## config.mk

```make
export PLATFORM = sky130hd
export DESIGN_NAME = ibsg_rate
export DESIGN_NICKNAME = d
export VERILOG_FILES = /design/src/rtl/ibsg_rate.sv
export SDC_FILE = /design/constraint.sdc
export NUM_CORES = 1
export LEC_CHECK = 0
export ABC_AREA = 1
export ABC_CLOCK_PERIOD_IN_PS = 2000
export CAP_MARGIN = 20
export CORE_ASPECT_RATIO = 1.2
export CORE_UTILIZATION = 25
export CTS_BUF_LIST = sky130_fd_sc_hd__clkbuf_4
export CTS_CLUSTER_DIAMETER = 40
export DETAILED_ROUTE_END_ITERATION = 16
export PLACE_DENSITY = 0.41
export SYNTH_ARGS = -nofsm -noshare
export SYNTH_HDL_FRONTEND = slang
export SYNTH_SLANG_ARGS = --single-unit
export TNS_END_PERCENT = 30
```

## constraint.sdc

```tcl
create_clock -name clk -period 2 [get_ports clk]
set_input_delay 0.3 -clock clk [delete_from_list [all_inputs] [get_ports clk]]
set_output_delay 0.3 -clock clk [all_outputs]
set_load 0.01 [all_outputs]
```

## src/rtl/ibsg_rate.sv

```systemverilog
// Rate-coded bitstream generator: compares a latched magnitude against the
// bit-reversed stream index to emit exactly data_q ones over 2^WIDTH enabled cycles.
module ibsg_rate #(
    parameter int WIDTH = 8
) (
    input  logic             clk,
    input  logic             rst,
    input  logic             start,
    input  logic [WIDTH-1:0] i_data,
    input  logic             hold,
    input  logic             abort,
    output logic             o_bit,
    output logic             o_en,
    output logic             o_clr,
    output logic             busy,
    output logic             done
);

    // state | meaning
    // IDLE  | waiting for start, outputs quiet
    // CLR   | one-cycle clear pulse to the downstream register
    // RUN   | streaming; hold stalls the index and suppresses o_en
    // DONE  | one-cycle completion pulse, start not accepted
    typedef enum logic [1:0] {
        S_IDLE = 2'd0,
        S_CLR  = 2'd1,
        S_RUN  = 2'd2,
        S_DONE = 2'd3
    } state_t;

    localparam logic [WIDTH-1:0] CNT_LAST = '1;

    state_t           state_q, state_d;
    logic [WIDTH-1:0] cnt_q, cnt_d;
    logic [WIDTH-1:0] data_q, data_d;
    logic [WIDTH-1:0] cnt_rev;

    always_ff @(posedge clk) begin
        if (rst) begin
            state_q <= S_IDLE;
            cnt_q   <= '0;
            data_q  <= '0;
        end else begin
            state_q <= state_d;
            cnt_q   <= cnt_d;
            data_q  <= data_d;
        end
    end

    // Bit-reversed index spreads the ones evenly across the stream.
    always_comb begin
        cnt_rev = '0;
        for (int i = 0; i < WIDTH; i++) begin
            cnt_rev[i] = cnt_q[WIDTH-1-i];
        end
    end

    always_comb begin
        state_d = state_q;
        cnt_d   = cnt_q;
        data_d  = data_q;
        o_bit   = 1'b0;
        o_en    = 1'b0;
        o_clr   = 1'b0;
        done    = 1'b0;
        busy    = (state_q != S_IDLE);

        case (state_q)
            S_IDLE: begin
                if (start && !abort) begin
                    state_d = S_CLR;
                    data_d  = i_data;
                    cnt_d   = '0;
                end
            end
            S_CLR: begin
                o_clr   = 1'b1;
                state_d = abort ? S_IDLE : S_RUN;
            end
            S_RUN: begin
                // hold gates o_en in the same cycle the index freezes, so the
                // downstream register never sees an enable without an advance.
                if (!hold) begin
                    o_en  = 1'b1;
                    o_bit = (data_q > cnt_rev);
                    cnt_d = cnt_q + 1'b1;
                    if (cnt_q == CNT_LAST) begin
                        state_d = S_DONE;
                    end
                end
                if (abort) begin
                    state_d = S_IDLE;
                end
            end
            S_DONE: begin
                done    = 1'b1;
                state_d = S_IDLE;
            end
            default: begin
                state_d = S_IDLE;
            end
        endcase
    end

endmodule

```

==> flow_metrics.env <==
export IMPL_clock_path_buffers=2
export IMPL_rsz0062_at_grt="false"
export IMPL_grt_pass1_wl_mm=4.12
export IMPL_min_path_cells=2
export IMPL_via_per_inst=4.24
export IMPL_cts_root_buffer="clkbuf_4"
export IMPL_slew_headroom_pct=77.3
export IMPL_ys_types=21
export IMPL_cts_setup_buffers=0
export IMPL_fmax_mhz=523
export IMPL_place_hpwl_mm=1.90
export IMPL_grt_max_degree=14
export IMPL_drt_initial_drc_count=44
export IMPL_crit_path_max_fanout=4
export IMPL_period_minus_slack_ns=1.91
export IMPL_tightest_slew_ns=0.340
export IMPL_cts_clk_slew_worst_paths_ns=0.10
export IMPL_cts_tree="built"
export IMPL_worst_slack_ns=0.0885
export IMPL_r2r_start="cnt_q[0]"
export IMPL_std_cell_rows=25
export IMPL_hold_viol=0
export IMPL_holdPathEnd="data_q[0]"
export IMPL_arrival_ns=1.61
export IMPL_nNetsFinal=198
export IMPL_dpl_cell_count=225
export IMPL_htreeDepth=1
export IMPL_ir_drop_v=0.000198
export IMPL_syn_num_nets=167
export IMPL_leakagePower_nw=0.629
export IMPL_fin_hold_ws_ns=0.484
export IMPL_io_pins=18
export IMPL_vias=966
export IMPL_initial_core_util_pct=26.3
export IMPL_p_total_mw=0.686
export IMPL_r2r_slack_ns=0.64
export IMPL_synthesis_area_um2=1050
export IMPL_clock_sinks=18
export IMPL_drive_gt1_share_pct=19.0
export IMPL_worstHoldStart="data_q[0]"
export IMPL_finalMaxSlewViolations=0
export IMPL_hold_path_class="flip-flop to flip-flop"
export IMPL_seq_area_frac_synth_pct=34.4
export IMPL_dieWidth_um=61.1
export IMPL_dieArea_um2=4450
export IMPL_synth_avg_cell_area_um2=7.21
export IMPL_critPathKind="flip-flop to primary output"
export IMPL_dr_pass1_iters=4
export IMPL_required_ns=1.70
export IMPL_core_area_um2=3970
export IMPL_ys_ff_latch=18
export IMPL_syn_instance_count=145
export IMPL_antenna_left=0
export IMPL_status="finished clean"
export IMPL_cts_buffers=3
export IMPL_routed_wl_mm=2.38
export IMPL_finClkSkew_ns=0.00188
export IMPL_utilization_pct=35.4
export IMPL_post_drt_wl_per_cell_um=10.4
export IMPL_port_buffers=17
export IMPL_maxCapViolCount=0
export IMPL_rr_endpoint="cnt_q[6]"
export IMPL_fin_area_um2=1410
export IMPL_place_area_um2=1360
export IMPL_n_antenna_cell=0
export IMPL_cp_start_kind="flip-flop"
export IMPL_path_cells="nor2_4, nand2_4, inv_1, buf_4, clkdlybuf4s50_1"
export IMPL_rr_worst_depth=9
export IMPL_grtUsageTotal_pct=12.7
export IMPL_critPathCaptureType="primary output"
export IMPL_ys_warnings_count=0
export IMPL_cp_slowest_cell="clkdlybuf4s50_1"
export IMPL_grt_antenna_before_repair=0
export IMPL_slowest_delay_ns=0.52
export IMPL_fin_tns_setup_ns=0
export IMPL_clock_latency_ns=0.29
export IMPL_p_per_area_nw_per_um2=487
export IMPL_cts_hold_repair_buffers=0
export IMPL_setup_viol=0
export IMPL_gp_congestion=0.778
export IMPL_place_ws_ns=-0.000810
export IMPL_die_y_um=72.9
export IMPL_grt_pass1_vias=965
export IMPL_area_growth_pct=34.6
export IMPL_period_share_pct=95.6
export IMPL_stdcell_count=228
export IMPL_route_detailed_drc=0
export IMPL_globalRoute_totalOverflow=0
-- power by group --
part	switching (mW)	internal [mW]	leakage, nW
Clock	0.111	0.0699	0.0138
Sequential	0.00977	0.371	0.149
Combinational	0.0635	0.0613	0.466
-- Yosys cell counts, drive strengths merged --
cell type  instances  area [um2]
nor2              32         148
nand2             28         151
inv               23        86.3
dfxtp             18         360
o21ai             11        55.1
a21oi             10        50.1
ha                 9         113
nand3              5        25.0
buf                2        11.3
nand4              2        12.5
a31oi              1        6.26
nor3               1        5.00
nor4               1        6.26
o2111ai            1        8.76
o211ai             1        7.51
-- cell families after synthesis --
family / count (synthesis) / synth area share, %
AOI/OAI and AO/OA: 24 / 12.2
adders and majority gates: 9 / 10.8
buffers and inverters: 25 / 9.33
DFF: 18 / 34.5
and+or+nand+nor: 69 / 33.3
-- flip-flops by register name, indices dropped and copies added (netlist names) --
signal   count
cnt_q        8
data_q       8
state_q      2
-- routing by layer --
metal | vias to the layer above | track usage [%] | share of wire (%)
li1 | 520 | - | -
met2 | 10 | 20.5 | 51
met1 | 434 | 16.3 | 46
met4 | 0 | 6.06 | 1.1
met3 | 2 | 1.60 | 1.8
met5 | - | 0 | 0
-- critical path, delay by kind of cell (launching register included) --
kind          cells  cell delay (ns)
simple gates      2             0.22
buf+inv           3             0.71
flops             1             0.39
-- cells in the final DEF (no fill, tap or decap), types with 2 or more instances in the layout --
cell type,count
ha_1,7
o21ai_1,2
nor2_4,3
nand4_1,2
clkbuf_4,3
dfxtp_2,3
nand2_1,23
nor2_2,3
nor2_1,26
o21ai_0,9
clkdlybuf4s50_1,16
a21oi_1,10
nand2_4,4
buf_4,11
inv_1,22
nand3_1,5
ha_4,2
dfxtp_1,14
-- area by class of cell --
| type | instances | area, um2 |
|---|---|---|
| tap | 54 | 67.6 |
| clock buffer | 3 | 22.5 |
| inverter | 23 | 86.3 |
| multi-input combinational | 102 | 616 |
| sequential | 18 | 368 |
| timing repair buffer | 28 | 248 |
| fill | 431 | 2560 |
-- worst max-delay path by stage --
stage	startpoint	end	slack [ns]
floorplan	cnt_q[0]	o_bit	0.54
global placement	hold	o_bit	-0.03
detailed placement	hold	o_bit	-0.0008
CTS	state_q[1]	o_en	0.05
global route	cnt_q[3]	o_bit	0.005
finish	state_q[0]	o_en	0.09
-- repair_timing --
action / CTS / global route
pin swaps: 0 / 4
setup endpoints to repair: 2 / 1
gates resized for setup: 7 / 7
Note: power is estimated with default switching activity, not from simulation.
